$ cat src/rtl/fp_adder_arbiter.sv
// Round-robin arbiter that lets NREQ requesters share one ready/valid FP adder.
// A tag FIFO remembers which requester owns each in-flight sum, so results are
// steered back in issue order.
//
// Handshakes: a transfer happens on any interface in the cycle where both valid
// and ready are high at the rising edge. A valid, once raised, is not required
// to be held by this block. Ready is never used to qualify valid.
module fp_adder_arbiter #(
   parameter int NREQ      = 4,
   parameter int TAG_DEPTH = 8
) (
   input  logic                       clk,
   input  logic                       reset_n,
   input  logic [NREQ-1:0]            req_valid,
   output logic [NREQ-1:0]            req_ready,
   input  logic [32*NREQ-1:0]         req_a,
   input  logic [32*NREQ-1:0]         req_b,
   output logic [NREQ-1:0]            resp_valid,
   input  logic [NREQ-1:0]            resp_ready,
   output logic [31:0]                resp_result,
   output logic [31:0]                add_a,
   output logic [31:0]                add_b,
   output logic                       add_valid,
   input  logic                       add_ready,
   input  logic [31:0]                add_result,
   input  logic                       add_valid_out,
   output logic                       add_ready_in,
   output logic [$clog2(TAG_DEPTH):0] outstanding,
   output logic                       err_orphan
);

   localparam int IW = (NREQ > 1) ? $clog2(NREQ) : 1;
   localparam int PW = $clog2(TAG_DEPTH);
   localparam logic [PW:0] DEPTH = (PW+1)'(TAG_DEPTH);

   // Requester index base+k, wrapped modulo NREQ.
   function automatic logic [IW-1:0] wrap_idx(input logic [IW-1:0] base, input int k);
      return IW'((int'(base) + k) % NREQ);
   endfunction

   logic [IW-1:0] rr_ptr_q, rr_ptr_d;
   logic [PW-1:0] wr_ptr_q, wr_ptr_d;
   logic [PW-1:0] rd_ptr_q, rd_ptr_d;
   logic [PW:0]   count_q, count_d;
   logic          err_q, err_d;
   logic [IW-1:0] tag_mem_q [TAG_DEPTH];

   logic          found;
   logic [IW-1:0] grant;
   logic [IW-1:0] head;
   logic          full, empty, issue, pop;

   // Grant search, request/response steering and next-state computation.
   always_comb begin
      found        = 1'b0;
      grant        = '0;
      full         = (count_q == DEPTH);
      empty        = (count_q == '0);
      head         = tag_mem_q[rd_ptr_q];
      req_ready    = '0;
      resp_valid   = '0;
      add_a        = '0;
      add_b        = '0;
      resp_result  = add_result;
      rr_ptr_d     = rr_ptr_q;
      wr_ptr_d     = wr_ptr_q;
      rd_ptr_d     = rd_ptr_q;
      count_d      = count_q;
      err_d        = err_q;

      for (int k = 0; k < NREQ; k++) begin
         if (!found && req_valid[wrap_idx(rr_ptr_q, k)]) begin
            found = 1'b1;
            grant = wrap_idx(rr_ptr_q, k);
         end
      end

      // reset_n gates the request side so nothing is offered while in reset,
      // even if requesters keep their valids high.
      add_valid = reset_n && found && !full;
      issue     = add_valid && add_ready;
      if (add_valid) begin
         add_a = req_a[32*int'(grant) +: 32];
         add_b = req_b[32*int'(grant) +: 32];
      end
      if (issue) begin
         req_ready[grant] = 1'b1;
      end

      // With no tag in flight the adder output is always accepted so a stray
      // result cannot wedge the adder.
      add_ready_in = empty ? 1'b1 : resp_ready[head];
      if (reset_n && !empty && add_valid_out) begin
         resp_valid[head] = 1'b1;
      end
      pop = add_valid_out && add_ready_in && !empty;

      if (issue) begin
         rr_ptr_d = wrap_idx(grant, 1);
         wr_ptr_d = wr_ptr_q + PW'(1);
      end
      if (pop) begin
         rd_ptr_d = rd_ptr_q + PW'(1);
      end
      if (issue && !pop) begin
         count_d = count_q + (PW+1)'(1);
      end else if (!issue && pop) begin
         count_d = count_q - (PW+1)'(1);
      end
      if (add_valid_out && empty) begin
         err_d = 1'b1;
      end
   end

   // Arbitration pointer, FIFO pointers, occupancy and sticky error flag.
   always_ff @(posedge clk or negedge reset_n) begin
      if (!reset_n) begin
         rr_ptr_q <= '0;
         wr_ptr_q <= '0;
         rd_ptr_q <= '0;
         count_q  <= '0;
         err_q    <= 1'b0;
      end else begin
         rr_ptr_q <= rr_ptr_d;
         wr_ptr_q <= wr_ptr_d;
         rd_ptr_q <= rd_ptr_d;
         count_q  <= count_d;
         err_q    <= err_d;
      end
   end

   // Tag storage; contents are only read while the occupancy is non-zero.
   always_ff @(posedge clk) begin
      if (issue) begin
         tag_mem_q[wr_ptr_q] <= grant;
      end
   end

   assign outstanding = count_q;
   assign err_orphan  = err_q;

endmodule

$ cat config.mk
export PLATFORM = sky130hd
export DESIGN_NAME = fp_adder_arbiter
export DESIGN_NICKNAME = d
export VERILOG_FILES = /design/src/rtl/fp_adder_arbiter.sv
export SDC_FILE = /design/constraint.sdc
export NUM_CORES = 1
export LEC_CHECK = 0
export CORE_AREA = 8 8 153 155
export DETAILED_ROUTE_END_ITERATION = 16
export DIE_AREA = 0 0 161 163
export HOLD_SLACK_MARGIN = 0.08
export MAX_ROUTING_LAYER = met4
export PLACE_DENSITY = 0.55
export SLEW_MARGIN = 20
export SYNTH_ARGS = -nofsm -noshare
export SYNTH_HDL_FRONTEND = slang
export SYNTH_SLANG_ARGS = --single-unit
$ cat constraint.sdc
create_clock -name clk -period 4.3 [get_ports clk]
set_input_delay 0.645 -clock clk [delete_from_list [all_inputs] [get_ports clk]]
set_output_delay 0.645 -clock clk [all_outputs]
set_load 0.01 [all_outputs]
==> impl_metrics.sql, run 1 <==
INSERT INTO impl_metrics (metric_group, metric, value, unit) VALUES
('timing', 'post-route-period-util', '0.948', ''),
('critical_path', 'criticalPathCategory', 'input pin to primary output', ''),
('critical_path', 'cpLargestDelayFamily', 'buffers and inverters', ''),
('timing', 'layout_min_cycle_time', '4.07', 'ns'),
('job', 'max_cap_violations', '0', ''),
('grt', 'grt_pass1_wl', '28800', 'um'),
('yosys', 'ffs_w_async_s_r_synth', '0.448', ''),
('yosys', 'post_synth_net_total', '611', ''),
('grt', 'pin_count_of_the_biggest_net_entering_global_routing', '41', ''),
('critical_path', 'crit_path_start_kind', 'input pin', ''),
('critical_path', 'startpoint', 'req_valid[3]', ''),
('cts', 'post-cts-setup-buffers', '0', ''),
('timing', 'max_clock_freq', '245', 'MHz'),
('floorplanning', 'die-width', '161', 'um'),
('cts', 'clock_tree_from_tritoncts', 'yes', ''),
('yosys', 'ys.flop_type', 'edfxtp_1', ''),
('power', 'worst_ir_drop_vdd', '0.000200', 'V'),
('cts', 'clock_sink_count', '29', ''),
('detailed_routing', 'drc', '0', ''),
('floorplanning', 'fp-row-count', '53', ''),
('yosys', 'syn_area', '0.00374', 'mm2'),
('floorplanning', 'design.die.area', '0.0262', 'mm2'),
('detailed_routing', 'drt-initial-drc-count', '146', ''),
('cts', 'cts.root.buffer_cell', 'clkbuf_16', ''),
('timing', 'timing.final.setup_violations', '0', ''),
('cells_and_area', 'synthToLayoutAreaGrowth', '99.7', '%'),
('yosys', 'synthDistinctLibCells', '40', ''),
('cts', 'cts-hold-fix-buffers', '0', ''),
('detailed_routing', 'drtAntennaViolNets', '0', ''),
('yosys', 'synth-seq-area-share', '0.216', ''),
('run_status', 'outcome', 'finished, final reports clean', ''),
('critical_path', 'critical_path.n_buffers_inverters', '4', ''),
('placed_design', 'placedCellCount', '873', ''),
('cts', 'cts.path.max_buffers', '2', ''),
('cts', 'cts_made_buffers', '5', ''),
('critical_path', 'required', '3.65', 'ns'),
('critical_path', 'critPathArrivalTime', '3.43', 'ns'),
('cells_and_area', 'share_of_cells_above_drive_strength_1', '0.155', ''),
('detailed_routing', 'via_per_inst', '4.40', ''),
('power', 'design_power_total', '3130', 'uW'),
('timing', 'worst_slew_pin_slew', '0.575', 'ns'),
('cts', 'clock_latency_on_the_worst_skew_pair', '0.27', 'ns'),
('placed_design', 'gp_congestion', '0.871', ''),
('detailed_routing', 'drt-total-wl', '20100', 'um'),
('timing', 'timing.final.max_slew_violations', '0', ''),
('detailed_routing', 'vias', '3891', ''),
('grt', 'grt_antenna_before_repair', '3', ''),
('timing', 'unrepaired_setup_endpoints_after_global_routing', 'no', ''),
('placed_design', 'place.port_buffers', '346', ''),
('critical_path', 'crit_path_max_fanout', '37', ''),
('critical_path', 'worst_setup_path_end_kind', 'primary output', ''),
('cells_and_area', 'post-route-util', '0.359', ''),
('critical_path', 'rr_startpoint', 'rd_ptr_q[0]', ''),
('yosys', 'ys.warnings.count', '0', ''),
('detailed_routing', 'wl_per_cell', '22.7', 'um'),
('critical_path', 'timing.critical_path.slowest_cell_delay', '0.61', 'ns'),
('yosys', 'synth_enable_flop_cells', '16', ''),
('timing', 'finalHoldViolCount', '0', ''),
('yosys', 'post_synth.cell_area_avg', '12.4', 'um2'),
('timing', 'worst_slew_margin_rel', '0.611', ''),
('detailed_routing', 'dr.pass1.iters', '4', ''),
('yosys', 'post_synthesis_register_bit_count', '29', ''),
('critical_path', 'cp_slowest_cell', 'mux4_2', ''),
('timing', 'fin_worst_hold_slack', '0.465', 'ns'),
('worst_hold_path', 'holdCritStartpoint', 'err_orphan', ''),
('grt', 'globalRouteOverflowTotal', '0', ''),
('timing', 'fin_worst_skew', '0.00404', 'ns'),
('placed_design', 'dpl.hpwl', '17800', 'um'),
('floorplanning', 'floorplan.die.height', '163', 'um'),
('worst_hold_path', 'worst_hold_path_type', 'flop to flop', ''),
('timing', 'setup-tns-final', '0', 'ns');
[through the flow]
step	setup slack, ns	instance area [um2]
3_3_place_gp	0.214	7310
5_1_grt	0.108	7470
3_5_place_dp	0.195	7310
6_report	0.226	7470
4_1_cts	0.194	7460
2_1_floorplan	1.15	3740
[routing by layer]
layer,wire [um],vias up,GRT usage
li1,-,1741,-
met1,7710,1937,0.165
met2,10600,193,0.257
met3,1480,20,0.0480
met4,246,0,0.0290
met5,0,-,-
[worst paths after layout]
kind	to	slack [ns]	cells past startpoint
setup / recovery	add_a[0]	0.23	8
hold reg to reg	err_orphan	0.47	1
setup reg to reg	outstanding[3]	0.88	12
hold / removal	err_orphan	0.47	1
min in group asynchronous	outstanding[3]	0.79	2
max in group asynchronous	rd_ptr_q[0]	3.34	2
[cell usage after synthesis, drive strengths merged (3+ instances only)]
cell type  count  area, um2
mux4          68       1540
ha             9        113
dfrtp         13        325
xnor2          6       52.6
inv            7       26.3
and2          65        407
and3           4       25.0
edfxtp        16        480
nand3          3       15.0
mux2           8        105
clkbuf        14       52.6
nor2           7       26.3
buf           43        308
a21oi          6       30.0
nor2b          3       18.8
nand2          5       26.3
nor3           3       15.0
[kinds of logic after synthesis]
logic type      after synthesis  synth area share
flops                        29             0.216
simple gates                 99             0.160
compound gates               15            0.0268
buf+inv                      64             0.103
fa+ha+maj                    10            0.0355
mux                          76             0.440
xor+xnor                      8            0.0187
[sequential cells by signal (all words and copies together), names as in the netlist]
signal,flops
wr_ptr_q,3
rr_ptr_q,2
err_orphan,1
outstanding,4
rd_ptr_q,3
tag_mem_q,16
[cell type report]
cell class              instances  area, um2
clock buffers                   8        146
multi-input cells             208       2580
fillers                      2052      13400
repair buffers                354       3560
flip-flops and latches         29        806
inverters                       7       26.3
well taps                     275        344
diodes                          3       7.51
[power breakdown]
group          internal (uW)  switching, uW  total (uW)
Combinational           1400            894        2290
Clock                    230            107         337
Sequential               389            110         499
Total                   2010           1110        3130
[cells in the final DEF (no fill, tap or decap), types with 2 or more instances in the layout]
master           synthesis  layout
xor2_1                   2       2
buf_4                   36       5
nand3b_1                 2       2
buf_12                   0       3
xnor2_1                  6       6
nor2b_1                  3       3
nand2_1                  4       4
ha_1                     9       9
inv_1                    4       4
diode_2                  0       3
dfrtp_1                 13      13
clkbuf_1                14       2
and2_1                  65      65
clkdlybuf4s50_1          0     346
a221oi_1                 2       2
nor2_1                   7       7
a21oi_1                  6       5
nor3_1                   3       3
nor4b_1                  2       2
clkbuf_16                0       5
inv_2                    3       3
nor3b_1                  2       2
mux2_4                   4       4
and3_1                   4       4
mux4_1                   2       2
nand3_1                  3       3
a21o_1                   2       2
mux4_2                  66      66
mux2_2                   3       3
edfxtp_1                16      16
Power figures use the tool's default switching activity.
==> run 2: changes to the inputs <==
- ABC_CLOCK_PERIOD_IN_PS: unset -> 4300
- SETUP_SLACK_MARGIN: unset -> 0.5
==> impl_metrics.sql, run 2 (synthesis results as in run 1) <==
INSERT INTO impl_metrics (metric_group, metric, value, unit) VALUES
('critical_path', 'critical_path.n_buffers_inverters', '4', ''),
('timing', 'setup-tns-final', '0', 'ns'),
('power', 'cell_internal_pwr', '2230', 'uW'),
('timing', 'max_clock_freq', '269', 'MHz'),
('floorplanning', 'design.portCount', '411', ''),
('cells_and_area', 'net_total_in_the_final_layout', '926', ''),
('cells_and_area', 'post-route-util', '0.372', ''),
('critical_path', 'critical_path.cell_chain', 'dlygate4sd2_1 -> a221oi_2 -> o22a_4 -> buf_12 -> bufbuf_16 -> mux4_2 -> and2_1 -> clkdlybuf4s50_1', ''),
('critical_path', 'r2r_slack', '0.88', 'ns'),
('grt', 'grt_antenna_before_repair', '3', ''),
('detailed_routing', 'drt-total-wl', '21100', 'um'),
('floorplanning', 'core_area', '0.0208', 'mm2'),
('detailed_routing', 'wl_per_cell', '23.6', 'um'),
('critical_path', 'rr_startpoint', 'rd_ptr_q[0]', ''),
('detailed_routing', 'drc', '0', ''),
('placed_design', 'place.port_buffers', '346', ''),
('power', 'power_switching_share', '0.348', ''),
('worst_hold_path', 'holdCritStartpoint', 'err_orphan', ''),
('cts', 'clock_tree_from_tritoncts', 'yes', ''),
('floorplanning', 'fp-row-count', '53', ''),
('placed_design', 'gp_congestion', '0.871', ''),
('critical_path', 'timing.critical_path.slowest_cell_delay', '0.51', 'ns'),
('floorplanning', 'design.die.area', '0.0262', 'mm2'),
('timing', 'finalHoldViolCount', '0', ''),
('timing', 'timing.final.max_slew_violations', '0', ''),
('grt', 'pin_count_of_the_biggest_net_entering_global_routing', '41', ''),
('power', 'power.clock.fraction', '0.099', ''),
('grt', 'groute.usage.overall', '0.156', ''),
('detailed_routing', 'via_per_inst', '4.42', ''),
('cells_and_area', 'share_of_cells_above_drive_strength_1', '0.175', ''),
('critical_path', 'worstRegToRegCells', '12', ''),
('cells_and_area', 'synthToLayoutAreaGrowth', '107', '%'),
('critical_path', 'cpLargestDelayFamily', 'buffers and inverters', ''),
('cts', 'cts.htree.levels', '2', ''),
('critical_path', 'cp_slowest_cell', 'mux4_2', ''),
('critical_path', 'crit_path_max_fanout', '10', ''),
('run_status', 'outcome', 'finished, final reports clean', ''),
('power', 'worst_ir_drop_vdd', '0.000170', 'V'),
('job', 'max_cap_violations', '0', ''),
('timing', 'worst_slew_pin_slew', '0.564', 'ns'),
('detailed_routing', 'drtAntennaViolNets', '0', ''),
('grt', 'globalRouteOverflowTotal', '0', ''),
('cts', 'cts-hold-fix-buffers', '0', ''),
('timing', 'worst_slew_margin_rel', '0.619', ''),
('power', 'power_frac_seq', '0.146', ''),
('power', 'static_power_due_to_leakage', '0.00294', 'uW'),
('floorplanning', 'floorplan.die.height', '163', 'um'),
('cts', 'cts.clk_slew.worst_paths', '0.05', 'ns'),
('detailed_routing', 'vias', '3953', ''),
('critical_path', 'crit-reg2reg-capture', 'outstanding[3]', ''),
('power', 'total_switching_power', '1190', 'uW'),
('worst_hold_path', 'min_delay_path_depth', '1', ''),
('critical_path', 'critPathArrivalTime', '3.07', 'ns'),
('worst_hold_path', 'worst_hold_path_type', 'flop to flop', ''),
('cts', 'cts.path.max_buffers', '2', ''),
('cts', 'cts.root.buffer_cell', 'clkbuf_16', ''),
('detailed_routing', 'drt-initial-drc-count', '131', ''),
('timing', 'setup_slack', '0.584', 'ns'),
('critical_path', 'criticalPathCategory', 'input pin to primary output', ''),
('cells_and_area', 'final_cell_mix', 'clkdlybuf4s50_1 (327), mux4_2 (66), and2_1 (65), edfxtp_1 (16), dfrtp_1 (13)', ''),
('placed_design', 'dpl.hpwl', '17800', 'um'),
('cells_and_area', 'sequential_cell_area', '806', 'um2'),
('cells_and_area', 'largest_register', 'tag_mem_q', ''),
('worst_hold_path', 'min_to', 'err_orphan', ''),
('timing', 'post-route-period-util', '0.864', ''),
('timing', 'fin_worst_skew', '0.00353', 'ns'),
('power', 'power_density', '441', 'mW/mm2'),
('critical_path', 'crit_path_start_kind', 'input pin', ''),
('cts', 'cts_made_buffers', '5', ''),
('timing', 'unrepaired_setup_endpoints_after_global_routing', 'yes', ''),
('timing', 'timing.final.setup_violations', '0', ''),
('grt', 'first_global_vias', '4656', ''),
('detailed_routing', 'dr.pass1.iters', '4', ''),
('floorplanning', 'die-width', '161', 'um'),
('cells_and_area', 'final_common_cell', 'clkdlybuf4s50_1', ''),
('grt', 'grt_pass1_wl', '30000', 'um'),
('placed_design', 'placement.setup.worst_slack', '0.195', 'ns'),
('power', 'combinationalPowerShare', '0.755', ''),
('critical_path', 'required', '3.65', 'ns'),
('timing', 'layout_min_cycle_time', '3.72', 'ns'),
('critical_path', 'worst_setup_path_end_kind', 'primary output', ''),
('cts', 'clock_sink_count', '29', ''),
('cells_and_area', 'multi_input_comb_area', '0.00259', 'mm2'),
('cells_and_area', 'largest_register_ffs', '16', ''),
('cells_and_area', 'filler_cell_count', '2029', ''),
('floorplanning', 'floorplan.initialDensity', '0.180', ''),
('cts', 'clock_latency_on_the_worst_skew_pair', '0.27', 'ns'),
('power', 'design_power_total', '3410', 'uW');
-- run 2: cell types whose count changed in the layout (fill, tap and decap cells not counted), sizes merged --
cell	change
clkdlybuf4s15	+1
dlymetal6s2s	+9
dlygate4sd2	+8
buf	+7
clkdlybuf4s50	-19
bufbuf	+4
clkbuf	+1
-- run 2: layer usage --
layer  vias up  part of all wire  track usage
met3        20             0.075       0.0475
met2       203              0.53        0.273
met5         -                 0            -
met1      1967              0.38        0.175
met4         0             0.011       0.0295
li1       1763                 -            -
-- run 2: worst max-delay path by stage --
stage | slack (ns) | end | from | cells after the start
2_1_floorplan | 1.15 | outstanding[3] | rd_ptr_q[0] | 13
3_3_place_gp | 0.21 | add_a[0] | req_valid[3] | 8
3_5_place_dp | 0.20 | add_a[0] | req_valid[3] | 8
4_1_cts | 0.53 | add_a[8] | req_valid[3] | 9
5_1_grt | 0.48 | add_b[7] | req_valid[0] | 8
6_report | 0.58 | add_a[8] | req_valid[0] | 8
-- run 2: layout make-up --
| class | instances | share of cell area |
|---|---|---|
| antenna | 3 | 0.000970 |
| clock buffer | 8 | 0.0189 |
| inverter | 7 | 0.00339 |
| multi-input combinational | 208 | 0.334 |
| sequential | 29 | 0.104 |
| tap | 275 | 0.0444 |
| timing repair buffer | 365 | 0.494 |
-- run 2: stage by stage --
stage          hold WS, ns  std cells  area (um2)
6_report             0.465        895        7740
5_1_grt              0.496        895        7740
4_1_cts              0.476        892        7710
3_5_place_dp         0.465        873        7310
3_3_place_gp         0.439        873        7310
2_1_floorplan        0.349        301        3740
-- run 2: what timing repair did --
| action | CTS | global route |
|---|---|---|
| setup buffers | 6 | 0 |
| resized for setup | 15 | 12 |
| setup endpoints to repair | 64 | 22 |
| pin swaps | 2 | 0 |
| gates cloned | 5 | 0 |
-- run 2: power groups by stage --
stage,Sequential (uW),Clock [uW],Combinational (uW)
6_report,500,337,2580
5_1_grt,516,356,2770
3_3_place_gp,498,0,2300
3_5_place_dp,507,0,2320
2_1_floorplan,473,0,1370
4_1_cts,502,343,2640
